--- src/rtl/avr_instruction_encoder.sv ---
// Assembles decoder opcode IDs plus operand fields into one or two AVR program words.
// Define ENC_RANGE_CHECK_EN to reject out-of-range operands instead of truncating them.
module avr_instruction_encoder #(
    parameter int ADDR_W  = 16,
    parameter int JMP_K_W = 22
) (
    input  logic              clk,
    input  logic              reset,
    input  logic              in_valid,
    output logic              in_ready,
    input  logic [7:0]        op_id,
    input  logic [4:0]        rd,
    input  logic [4:0]        rr,
    input  logic [21:0]       imm,
    input  logic              addr_load,
    input  logic [ADDR_W-1:0] addr_value,
    output logic              word_valid,
    input  logic              word_ready,
    output logic [15:0]       out_word,
    output logic [ADDR_W-1:0] out_addr,
    output logic              out_last,
    output logic              enc_error
);

`ifdef ENC_RANGE_CHECK_EN
    localparam bit RANGE_CHECK = 1'b1;
`else
    localparam bit RANGE_CHECK = 1'b0;
`endif

    localparam logic [7:0] OP_LDI  = 8'd1,  OP_ADD  = 8'd2,  OP_ADC  = 8'd3,  OP_SBC  = 8'd4;
    localparam logic [7:0] OP_CPC  = 8'd5,  OP_AND  = 8'd6,  OP_EOR  = 8'd7,  OP_OR   = 8'd8;
    localparam logic [7:0] OP_MOV  = 8'd9,  OP_CPSE = 8'd10, OP_CPI  = 8'd11, OP_SBCI = 8'd12;
    localparam logic [7:0] OP_SUBI = 8'd13, OP_ORI  = 8'd14, OP_ANDI = 8'd15, OP_COM  = 8'd16;
    localparam logic [7:0] OP_LSR  = 8'd17, OP_PUSH = 8'd19, OP_POP  = 8'd20, OP_IN   = 8'd21;
    localparam logic [7:0] OP_OUT  = 8'd22, OP_NOP  = 8'd23, OP_RET  = 8'd24, OP_RETI = 8'd25;
    localparam logic [7:0] OP_CLI  = 8'd26, OP_SEI  = 8'd27, OP_RJMP = 8'd29, OP_BREQ = 8'd30;
    localparam logic [7:0] OP_BRNE = 8'd31, OP_BRCC = 8'd32, OP_ADIW = 8'd33, OP_SBIW = 8'd34;
    localparam logic [7:0] OP_MOVW = 8'd35, OP_JMP  = 8'd36, OP_CALL = 8'd37, OP_LDS  = 8'd38;
    localparam logic [7:0] OP_STS  = 8'd43, OP_SUB  = 8'd45;

    typedef enum logic [1:0] {IDLE, WORD1, WORD2} state_t;

    state_t            state;
    logic [ADDR_W-1:0] addr_cnt;
    logic [15:0]       word2_q;
    logic [15:0]       enc_w1, enc_w2;
    logic              enc_two, known, bad, enc_ok;
    logic [21:0]       jmp_k;

    function automatic logic [15:0] fmt_rr(input logic [5:0] b, input logic [4:0] d, input logic [4:0] r);
        return {b, r[4], d, r[3:0]};
    endfunction

    function automatic logic [15:0] fmt_ri(input logic [3:0] b, input logic [4:0] d, input logic [7:0] k);
        return {b, k[7:4], d[3:0], k[3:0]};
    endfunction

    assign jmp_k = 22'(imm[JMP_K_W-1:0]);

    wire k8_bad    = |imm[21:8];
    wire k6_bad    = |imm[21:6];
    wire rel12_bad = !((&imm[21:11]) || !(|imm[21:11]));
    wire rel7_bad  = !((&imm[21:6]) || !(|imm[21:6]));
    wire pair_bad  = !(rd[4:3] == 2'b11 && !rd[0]);

    // NOTE: every output of this block gets a default first so no latch is inferred.
    always_comb begin
        enc_w1  = '0;
        enc_w2  = '0;
        enc_two = 1'b0;
        known   = 1'b1;
        bad     = 1'b0;
        case (op_id)
            OP_AND:  enc_w1 = fmt_rr(6'b001000, rd, rr);
            OP_EOR:  enc_w1 = fmt_rr(6'b001001, rd, rr);
            OP_OR:   enc_w1 = fmt_rr(6'b001010, rd, rr);
            OP_MOV:  enc_w1 = fmt_rr(6'b001011, rd, rr);
            OP_CPC:  enc_w1 = fmt_rr(6'b000001, rd, rr);
            OP_CPSE: enc_w1 = fmt_rr(6'b000100, rd, rr);
            OP_SBC:  enc_w1 = fmt_rr(6'b000010, rd, rr);
            OP_ADD:  enc_w1 = fmt_rr(6'b000011, rd, rr);
            OP_SUB:  enc_w1 = fmt_rr(6'b000110, rd, rr);
            OP_ADC:  enc_w1 = fmt_rr(6'b000111, rd, rr);
            OP_CPI:  begin enc_w1 = fmt_ri(4'b0011, rd, imm[7:0]); bad = !rd[4] || k8_bad; end
            OP_SBCI: begin enc_w1 = fmt_ri(4'b0100, rd, imm[7:0]); bad = !rd[4] || k8_bad; end
            OP_SUBI: begin enc_w1 = fmt_ri(4'b0101, rd, imm[7:0]); bad = !rd[4] || k8_bad; end
            OP_ORI:  begin enc_w1 = fmt_ri(4'b0110, rd, imm[7:0]); bad = !rd[4] || k8_bad; end
            OP_ANDI: begin enc_w1 = fmt_ri(4'b0111, rd, imm[7:0]); bad = !rd[4] || k8_bad; end
            OP_LDI:  begin enc_w1 = fmt_ri(4'b1110, rd, imm[7:0]); bad = !rd[4] || k8_bad; end
            OP_COM:  enc_w1 = {7'b1001010, rd, 4'b0000};
            OP_LSR:  enc_w1 = {7'b1001010, rd, 4'b0110};
            OP_PUSH: enc_w1 = {7'b1001001, rd, 4'b1111};
            OP_POP:  enc_w1 = {7'b1001000, rd, 4'b1111};
            OP_IN:   begin enc_w1 = {5'b10110, imm[5:4], rd, imm[3:0]}; bad = k6_bad; end
            OP_OUT:  begin enc_w1 = {5'b10111, imm[5:4], rd, imm[3:0]}; bad = k6_bad; end
            OP_NOP:  enc_w1 = 16'h0000;
            OP_RET:  enc_w1 = 16'h9508;
            OP_RETI: enc_w1 = 16'h9518;
            OP_CLI:  enc_w1 = 16'h94F8;
            OP_SEI:  enc_w1 = 16'h9478;
            OP_RJMP: begin enc_w1 = {4'b1100, imm[11:0]}; bad = rel12_bad; end
            OP_BREQ: begin enc_w1 = {5'b11110, 1'b0, imm[6:0], 3'b001}; bad = rel7_bad; end
            OP_BRNE: begin enc_w1 = {5'b11110, 1'b1, imm[6:0], 3'b001}; bad = rel7_bad; end
            OP_BRCC: begin enc_w1 = {5'b11110, 1'b1, imm[6:0], 3'b000}; bad = rel7_bad; end
            OP_ADIW: begin enc_w1 = {8'b10010110, imm[5:4], rd[2:1], imm[3:0]}; bad = pair_bad || k6_bad; end
            OP_SBIW: begin enc_w1 = {8'b10010111, imm[5:4], rd[2:1], imm[3:0]}; bad = pair_bad || k6_bad; end
            OP_MOVW: begin enc_w1 = {8'b00000001, rd[4:1], rr[4:1]}; bad = rd[0] || rr[0]; end
            OP_JMP:  begin enc_w1 = {7'b1001010, jmp_k[21:17], 3'b110, jmp_k[16]}; enc_w2 = jmp_k[15:0]; enc_two = 1'b1; end
            OP_CALL: begin enc_w1 = {7'b1001010, jmp_k[21:17], 3'b111, jmp_k[16]}; enc_w2 = jmp_k[15:0]; enc_two = 1'b1; end
            OP_LDS:  begin enc_w1 = {7'b1001000, rd, 4'b0000}; enc_w2 = imm[15:0]; enc_two = 1'b1; end
            OP_STS:  begin enc_w1 = {7'b1001001, rd, 4'b0000}; enc_w2 = imm[15:0]; enc_two = 1'b1; end
            default: known = 1'b0;
        endcase
        enc_ok = known && !(RANGE_CHECK && bad);
    end

    assign in_ready = (state == IDLE);

    // NOTE: sequential state uses non-blocking assignments so every register samples pre-edge values.
    always_ff @(posedge clk) begin
        if (reset) begin
            state      <= IDLE;
            addr_cnt   <= '0;
            word2_q    <= '0;
            word_valid <= 1'b0;
            out_word   <= '0;
            out_addr   <= '0;
            out_last   <= 1'b0;
            enc_error  <= 1'b0;
        end else begin
            enc_error <= 1'b0;
            case (state)
                IDLE: begin
                    if (addr_load)
                        addr_cnt <= addr_value;
                    if (in_valid) begin
                        if (enc_ok) begin
                            out_word   <= enc_w1;
                            out_addr   <= addr_load ? addr_value : addr_cnt;
                            out_last   <= !enc_two;
                            word2_q    <= enc_w2;
                            word_valid <= 1'b1;
                            state      <= WORD1;
                        end else begin
                            enc_error <= 1'b1;
                        end
                    end
                end
                WORD1: if (word_ready) begin
                    addr_cnt <= addr_cnt + 1'b1;
                    if (out_last) begin
                        word_valid <= 1'b0;
                        state      <= IDLE;
                    end else begin
                        out_word <= word2_q;
                        out_addr <= addr_cnt + 1'b1;
                        out_last <= 1'b1;
                        state    <= WORD2;
                    end
                end
                WORD2: if (word_ready) begin
                    addr_cnt   <= addr_cnt + 1'b1;
                    word_valid <= 1'b0;
                    state      <= IDLE;
                end
                default: state <= IDLE;
            endcase
        end
    end

endmodule

--- config.mk ---
export PLATFORM = sky130hd
export DESIGN_NAME = avr_instruction_encoder
export DESIGN_NICKNAME = d
export VERILOG_FILES = /design/src/rtl/avr_instruction_encoder.sv
export SDC_FILE = /design/constraint.sdc
export NUM_CORES = 1
export LEC_CHECK = 0
export BUFFER_PORTS_ARGS = -buffer_cell sky130_fd_sc_hd__buf_2
export CORE_ASPECT_RATIO = 1.1
export CORE_UTILIZATION = 56
export DETAILED_ROUTE_END_ITERATION = 10
export GPL_ROUTABILITY_DRIVEN = 0
export PLACE_DENSITY = 0.93
export SYNTH_ARGS = -nofsm -noshare
export SYNTH_HDL_FRONTEND = slang
export SYNTH_SLANG_ARGS = --single-unit
--- constraint.sdc ---
create_clock -name clk -period 3.47 [get_ports clk]
set_input_delay 1.041 -clock clk [delete_from_list [all_inputs] [get_ports clk]]
set_output_delay 1.041 -clock clk [all_outputs]
set_load 0.005 [all_outputs]
### Word-level counts from Yosys, hierarchy flattened

Cells that the tools add are included.

* $add $sub $neg: 1
* equal/unequal tests: 47
* multiplexer cells: 34
* bitwise operators: 2
* reductions and logical operators: 15

Operator list (number)
* 16-bit case mux with 37 select lines: 1
* 16-bit two-way mux: 11
* 8-bit by 5-bit equality test with 1-bit output (second input constant): 14
* 16-bit case mux with 2 select lines: 3
* 8-bit by 6-bit equality test with 1-bit output (second input constant): 9
* 8-bit by 4-bit equality test with 1-bit output (second input constant): 8
* 38-bit OR reduction: 1
* 8-bit by 3-bit equality test with 1-bit output (second input constant): 4
* 16-bit by 1-bit adder with 16-bit output (second input constant): 1
* 8-bit by 2-bit equality test with 1-bit output (second input constant): 2
* 1-bit two-way mux: 11
* 2-bit two-way mux: 5
* 2-bit != test (second input constant): 5
* 8-bit by 1-bit equality test with 1-bit output (second input constant): 1
* 4-bit AND reduction: 2
* 2-bit case mux with 3 select lines: 1
* 6-bit AND reduction: 1
* 5-bit AND reduction: 1
* 2-bit by 1-bit != test with 1-bit output (second input constant): 2
* 2-bit nonzero test: 2
* 4-bit OR reduction: 1
* 1-bit case mux with 3 select lines: 1
* 3-bit AND reduction: 1
* 3-bit nonzero test: 1
* 9 further kinds: 10

* register bits after elaboration: 69
* output and inout port bits: 36

### Depth between registers and ports, before layout

Gate-level depths: netlist of run 1.

* depth after elaboration: 7
* mapped depth: 12
* gate-level depth less buffers: 8

### Worst setup path after synthesis of run 1

Ideal clock, no wire load.

* kind: input-to-reg
* from: input op_id[6]
* to: register out_addr[5]
* library setup time: 0.070 ns
* data arrival time: 3.081 ns
* setup slack: 0.318 ns
* stages: 10
* buffers on the path: 4
* cells stage by stage: buf_2 > or4b_4 > buf_6 > o32a_1 > a41o_1 > buf_6 > a21o_1 > buf_6 > or3_1 > a21oi_1

* word-level cells in the longest chain between the ends: 5
* elaborated cells on any way between the ends: 42
* classes of those cells: 39 x eq/ne; 1 x mux; 2 x reduce/logical

RTL lines
* from (decl): line 11 `input logic [7:0] op_id,`
* 8-bit by 6-bit equality test with 1-bit output, or another cell as far along: line 74 `case (op_id)`
* 38-bit OR reduction (no line) *
* 1-bit two-way mux *: line 74
* 2-bit by 1-bit != test with 1-bit output (no line) *
* 5-bit AND reduction (no line) *
* to (signal assigned): line 140 `out_addr <= addr_load ? addr_value : addr_cnt;`
* to (signal assigned): line 157 `out_addr <= addr_cnt + 1'b1;`
* to (decl): line 20 `output logic [ADDR_W-1:0] out_addr,`

Every way passes the cells marked *; elsewhere a longest branch is shown, timed or not.
A chain may end at the register's enable or synchronous reset.

### Worst setup path in the final report of run 1

* from: input op_id[0]
* to: register out_word[0]

* word-level cells in the longest chain between the ends: 5
* elaborated cells on any way between the ends: 46
* classes of those cells: 39 x eq/ne; 5 x mux; 2 x reduce/logical

RTL lines
* 8-bit by 6-bit equality test with 1-bit output, or another cell as far along: line 74
* 16-bit case mux with 37 select lines / 38-bit OR reduction (equally long branches)
* 16-bit two-way mux / 1-bit two-way mux (equally long branches): line 138, 74
* 16-bit two-way mux / 2-bit by 1-bit != test with 1-bit output (equally long branches)
* 16-bit case mux with 2 select lines / 5-bit AND reduction (equally long branches)
* to (signal assigned): line 139 `out_word <= enc_w1;`
* to (signal assigned): line 156 `out_word <= word2_q;`
* to (decl): line 19 `output logic [15:0] out_word,`

Several ways; a longest one is shown, not always the timed one. The select of a mux whose other input is x is not followed.

==> impl_metrics.csv, run 1 <==
group,metric,value,unit
drt,via_per_inst,6.98,
sta,hold_viol_final,0,
global_route,grt_overflow,0,
setup_path,path_class,"in2reg",
final_layout,fin_area,0.00566,mm²
floorplanning,die_w,90.8,µm
setup_path,cpMaxStageDelayCell,"a2111oi_0",
floorplanning,initial_core_util,0.577,
setup_path,cpPeakStageDelay,0.68,ns
drt,ant_nets,0,
setup_path,arrival,3.32,ns
floorplanning,io_pins,97,
sta,fin_skew,0.00836,ns
global_route,grt_pass1_wl,25.9,mm
sta,final.setup.tns,0,ns
flow_run,cap_violations,0,
setup_path,worstPathCellList,"buf_2 > o21ai_0 > a2111oi_0 > a211oi_1 > o21ai_0 > a31oi_1 > a211oi_1 > nor3_1",
sta,max_freq,323,MHz
clock_network,clockRootBuffer,"clkbuf_8",
floorplanning,dieArea,0.00904,mm²
placed_design,hpwl,11.5,mm
synthesis,synth_area,0.00485,mm²
sta,slew_headroom,0.465,
synthesis,synth_flop_cell,"dfxtp_1",
hold_path,hp-class,"reg2reg",
synthesis,yosys_warnings,0,
status,outcome,"finished clean",
power_and_ir_drop,vdd_drop_max,0.189,mV
global_route,grt_start_max_net_pins,70,
synthesis,synth.distinct_cells,67,
clock_network,cts.path.max_buffers,2,
clock_network,cts_sinks,69,
sta,rsz0062_at_grt,"false",
synthesis,synth_top_area_cell,"dfxtp_1",
final_layout,diodes,0,
setup_path,required,3.69,ns
synthesis,synth_edf_count,0,
synthesis,yosysMostFrequentCell,"nor2_1",
setup_path,crit_fanout,24,
drt,drt_iter0_markers,682,
sta,post-route-period-util,0.892,
clock_network,post_cts_resized,0,
clock_network,clk_pin_slew,0.08,ns
final_layout,drive_gt1_frac,0.207,
sta,slew_violations,0,
clock_network,clock_latency,0.36,ns
placed_design,dpl_cell_area,0.00543,mm²
clock_network,cts_buffers,9,
placed_design,port_buffers,96,
synthesis,synth_area_leaders,"dfxtp_1, a21oi_1, nor2_1",
synthesis,syn_nets,744,
synthesis,synth_common_cells,"nor2_1, nand2_1, dfxtp_1, a21oi_1, clkbuf_1",
drt,wl_per_cell,18.8,µm
sta,setup_violations,0,
setup_path,cp_top_family,"compound AO/OA/AOI/OAI gates",
synthesis,seq_area_frac_synth,0.285,
sta,tightest_slew,0.803,ns
synthesis,synth_seq_cells,69,
drt,drt_wl_total,16.3,mm
synthesis,syn-instance-count,678,
clock_network,htreeDepth,3,
clock_network,cts_tree,"built",
floorplanning,rows,35,
power_and_ir_drop,power.density,386,mW/mm²
floorplanning,core,0.00841,mm²
sta,min_period,3.10,ns
drt,drc,0,
clock_network,cts_hold_buf,0,
drt,via_count,6061,
clock_network,post_cts_buffers,0,
final_layout,nets,818,
final_layout,area_growth,16.6,%
synthesis,synth_top_area_frac,0.285,
power_and_ir_drop,leakagePower,2.18,nW
power_and_ir_drop,finalPower,2.18,mW
global_route,grt_use_total,0.354,
global_route,antenna_found_initial,0,
drt,first_pass_iters,7,
global_route,grt_pass1_vias,5433,
setup_path,cp-start-kind,"input port",
synthesis,async_flop_share,0,
setup_path,path_buf_inv,1,
synthesis,avgSynthCellArea,7.16,µm²
setup_path,endpoint_kind,"register",
floorplanning,fp.dieH,99.6,µm
-- final timing paths --
kind	start	to	slack, ns	depth (start not counted)
max	op_id[0]	out_word[0]	0.37	8
min	out_addr[10]	out_addr[10]	0.45	2
max reg2reg	state[0]	addr_cnt[9]	0.75	7
min reg2reg	out_addr[10]	out_addr[10]	0.45	2
-- cell families (layout without fill, tap and decap cells) --
logic type,Yosys count,in the layout,synth area share
AND/OR/NAND/NOR,274,274,0.272
AO/OA/AOI/OAI,238,238,0.331
buffers and inverters,76,155,0.0668
flip-flops,69,69,0.285
multiplexers,12,12,0.0253
adder cells (fa/ha/maj),5,5,0.0129
XOR/XNOR,4,4,0.00722
-- area by class of cell --
| class | count | area (µm²) |
|---|---|---|
| fillers | 701 | 2750 |
| clock buffers | 11 | 151 |
| multi-input cells | 533 | 3150 |
| clock inverters | 5 | 81.3 |
| well taps | 111 | 139 |
| flip-flops and latches | 69 | 1380 |
| repair buffers | 124 | 703 |
| inverters | 15 | 56.3 |
-- flip-flops by register name (all words and copies together), names as in the netlist --
name / cells
addr_cnt: 16
out_addr: 16
word_valid: 1
state: 2
out_last: 1
out_word: 16
enc_error: 1
word2_q: 16
-- through the flow --
step,std cells,utilization,setup WS (ns),hold slack [ns]
floorplan,678,-,0.318,0.448
global placement,852,0.645,0.261,0.439
detailed placement,852,0.645,0.196,0.443
CTS,868,0.673,0.509,0.454
global route,868,0.673,0.230,0.478
finish,868,0.673,0.374,0.454
-- where the power goes --
group / internal, mW / total [mW] / switching [mW] / leakage, nW
clock network: 0.445 / 0.762 / 0.317 / 0.116
logic: 0.200 / 0.515 / 0.315 / 1.50
registers: 0.850 / 0.907 / 0.0574 / 0.563
total: 1.49 / 2.18 / 0.689 / 2.18
-- routing by layer --
metal  up-vias  routed length [µm]  global-route usage
met5         -                   0                   0
met4         0                1040               0.244
met3       141                2120              0.0711
met2       529                7410               0.572
met1      2735                5710               0.423
li1       2656                   -                   -
-- tightest hold or removal path, delay by kind of cell (launching register included) --
family / cells / cell delay, ns
AO/OA/AOI/OAI: 1 / 0.05
AND/OR/NAND/NOR: 1 / 0.05
flip-flops: 1 / 0.31
-- cell usage in the layout, fill, tap and decap left out, types with 4 or more instances in the layout --
| cell | n |
|---|---|
| a22oi_1 | 5 |
| a2bb2oi_1 | 4 |
| a2111oi_0 | 6 |
| o21bai_1 | 4 |
| buf_4 | 27 |
| nand4_1 | 5 |
| nor3_1 | 26 |
| nor2_1 | 79 |
| nor2b_1 | 7 |
| nand2_1 | 70 |
| buf_2 | 96 |
| or3_1 | 6 |
| mux2i_1 | 10 |
| o21ai_0 | 38 |
| a32oi_1 | 7 |
| o31ai_1 | 7 |
| inv_1 | 15 |
| a31o_2 | 4 |
| nand2b_1 | 24 |
| clkbuf_8 | 11 |
| nand3_1 | 29 |
| o22ai_1 | 10 |
| ha_1 | 5 |
| a221oi_1 | 6 |
| o211ai_1 | 14 |
| a211oi_1 | 20 |
| dfxtp_1 | 69 |
| and2_1 | 5 |
| a31oi_1 | 17 |
| and3_1 | 5 |
| a21oi_1 | 61 |
Note: power is estimated with default switching activity, not from simulation.
==> run 2, diff against run 1 <==
--- a/config.mk
+++ b/config.mk
@@ -6,10 +6,11 @@
 export NUM_CORES = 1
 export LEC_CHECK = 0
+export ABC_AREA = 1
 export BUFFER_PORTS_ARGS = -buffer_cell sky130_fd_sc_hd__buf_2
 export CORE_ASPECT_RATIO = 1.1
-export CORE_UTILIZATION = 56
+export CORE_UTILIZATION = 57
 export DETAILED_ROUTE_END_ITERATION = 10
 export GPL_ROUTABILITY_DRIVEN = 0
-export PLACE_DENSITY = 0.93
+export PLACE_DENSITY = 0.94
 export SYNTH_ARGS = -nofsm -noshare
 export SYNTH_HDL_FRONTEND = slang
==> constraint.sdc (replaced) <==
create_clock -name clk -period 3.47 [get_ports clk]
set_input_delay 0.694 -clock clk [delete_from_list [all_inputs] [get_ports clk]]
set_output_delay 0.694 -clock clk [all_outputs]
set_load 0.005 [all_outputs]
==> impl_metrics.csv, run 2 <==
group,metric,value,unit
final_layout,fin_util,0.668,
global_route,grt_pass1_vias,5639,
drt,ant_nets,0,
drt,drc,0,
flow_run,cap_violations,0,
placed_design,dp.cells,1091,
floorplanning,rows,36,
clock_network,htreeDepth,3,
synthesis,syn_nets,975,
global_route,grt_use_total,0.345,
floorplanning,fp.dieH,102,µm
synthesis,synth_area,0.00515,mm²
setup_path,endpoint_kind,"register",
power_and_ir_drop,leakagePower,3.23,nW
setup_path,cp_top_family,"simple AND/OR/NAND/NOR gates",
setup_path,cpPeakStageDelay,0.60,ns
setup_path,cpMostUsedCell,"nand2_1",
clock_network,clk_pin_slew,0.09,ns
sta,slew_headroom,0.255,
drt,via_count,6249,
synthesis,seq_area_frac_synth,0.268,
final_layout,layout_common_cells,"nand2_1, nor2_1, buf_2",
power_and_ir_drop,p_clk_frac,0.265,
synthesis,synth_area_leaders,"dfxtp_1, nand2_1, nor2_1",
floorplanning,initial_core_util,0.584,
synthesis,synth_top_area_cell,"dfxtp_1",
drt,wl_per_cell,14.3,µm
power_and_ir_drop,vdd_drop_max,0.246,mV
sta,rsz0062_at_grt,"false",
status,outcome,"finished clean",
sta,final.setup.tns,0,ns
final_layout,fin_area,0.00590,mm²
setup_path,arrival,2.96,ns
power_and_ir_drop,combinationalPowerShare,0.362,
power_and_ir_drop,p_int,1.76,mW
synthesis,yosysMostFrequentCell,"nand2_1",
placed_design,dpl_cell_area,0.00567,mm²
setup_path,path_buf_inv,3,
sta,slew_violations,0,
floorplanning,dieArea,0.00943,mm²
global_route,antenna_found_initial,0,
power_and_ir_drop,seqPwrFrac,0.373,
sta,max_freq,375,MHz
synthesis,synth_top_area_frac,0.268,
final_layout,drive_gt1_frac,0.149,
sta,post-route-period-util,0.769,
synthesis,avgSynthCellArea,5.67,µm²
final_layout,final_cells,1107,
hold_path,hp-class,"reg2reg",
power_and_ir_drop,switchingPower,1.11,mW
clock_network,clock_latency,0.36,ns
final_layout,fillers,813,
synthesis,synth_edf_count,0,
clock_network,post_cts_resized,0,
synthesis,async_flop_share,0,
synthesis,synth.distinct_cells,36,
power_and_ir_drop,switching_share,0.388,
clock_network,cts_buffers,9,
setup_path,worstPathCellList,"buf_2 > inv_1 > nand2_1 > nor2_1 > nand2_1 > nand2_1 > nor2_1 > nand3_1 > nor2_1 > nand3_2 > nand3_2 > buf_4 > nand2_1 > nand2_1 > nor2_1",
floorplanning,io_pins,97,
global_route,grt_overflow,0,
drt,drt_iter0_markers,549,
clock_network,cts_hold_buf,0,
sta,hold_ws,0.474,ns
sta,min_period,2.67,ns
synthesis,synth_common_cells,"nand2_1, nor2_1, inv_1, dfxtp_1, a21oi_1",
final_layout,diodes,0,
placed_design,place_ws,0.491,ns
setup_path,crit_fanout,36,
sta,tightest_slew,1.12,ns
power_and_ir_drop,power.density,486,mW/mm²
setup_path,cpMaxStageDelayCell,"nor2_1",
final_layout,seq_area,0.00138,mm²
drt,drt_wl_total,15.9,mm
sta,setup_ws,0.801,ns
power_and_ir_drop,finalPower,2.87,mW
sta,hold_viol_final,0,
synthesis,synth_flop_cell,"dfxtp_1",
drt,first_pass_iters,5,
floorplanning,die_w,92.7,µm
clock_network,cts.path.max_buffers,2,
setup_path,path_class,"in2reg",
placed_design,hpwl,11.7,mm
final_layout,nets,1054,
floorplanning,core,0.00883,mm²
clock_network,cts_tree,"built",
global_route,grt_pass1_wl,25.8,mm
global_route,grt_start_max_net_pins,39,
setup_path,cp-start-kind,"input port",
final_layout,multi_input_area,0.00324,mm²
setup_path,required,3.77,ns
synthesis,syn-instance-count,909,
final_layout,final_common_cell,"nand2_1",
placed_design,port_buffers,96,
synthesis,synth_seq_cells,69,
sta,setup_violations,0,
final_layout,area_growth,14.5,%
clock_network,clockRootBuffer,"clkbuf_8",
clock_network,cts_sinks,69,
drt,via_per_inst,5.64,
clock_network,post_cts_buffers,0,
sta,fin_skew,0.0160,ns
synthesis,yosys_warnings,0,
-- run 2: path summary, 6_finish.rpt --
path	to	from	cells past startpoint	slack (ns)
max	out_word[2]	op_id[4]	15	0.80
min	addr_cnt[15]	addr_cnt[15]	2	0.47
max reg2reg	addr_cnt[3]	state[0]	7	0.91
min reg2reg	addr_cnt[15]	addr_cnt[15]	2	0.47
-- run 2: power groups by stage --
stage	Sequential [mW]	Clock, mW	Combinational, mW
after floorplan	1.07	0	0.718
after global placement	1.08	0	0.970
after detailed placement	1.08	0	1.00
after CTS	1.07	0.759	1.02
after global routing	1.09	0.793	1.17
final	1.07	0.761	1.04
-- run 2: cell type report --
class	count	area share
multi-input cells	709	0.549
well taps	114	0.0242
clock buffers	10	0.0233
flip-flops and latches	69	0.234
clock inverters	6	0.0159
repair buffers	107	0.0954
inverters	92	0.0585
-- run 2: cells by family (layout without fill, tap and decap cells) --
group                      after synthesis  after routing  synth area share
xor gates and xnor gates                12             12            0.0204
and+or+nand+nor                        568            568             0.456
AOI/OAI and AO/OA                      119            119             0.130
buffers and inverters                  131            215             0.104
muxes                                    5              5           0.00995
DFF                                     69             69             0.268
adders and majority gates                5              5            0.0121
-- run 2: routing by layer --
| layer | wire [µm] | vias to the layer above | global-route usage |
|---|---|---|---|
| met2 | 7420 | 415 | 0.594 |
| met4 | 987 | 0 | 0.236 |
| li1 | - | 3040 | - |
| met5 | 0 | - | 0 |
| met1 | 5820 | 2700 | 0.387 |
| met3 | 1630 | 94 | 0.0683 |
-- run 2: worst reg2reg max path: stages, from the launching register on --
cell and delay (ns):
dfxtp_1 0.39, inv_1 0.08, ha_1 0.65, o21ai_0 0.18, buf_4 0.20, inv_1 0.52, a21oi_1 0.13, a221oi_1 0.31
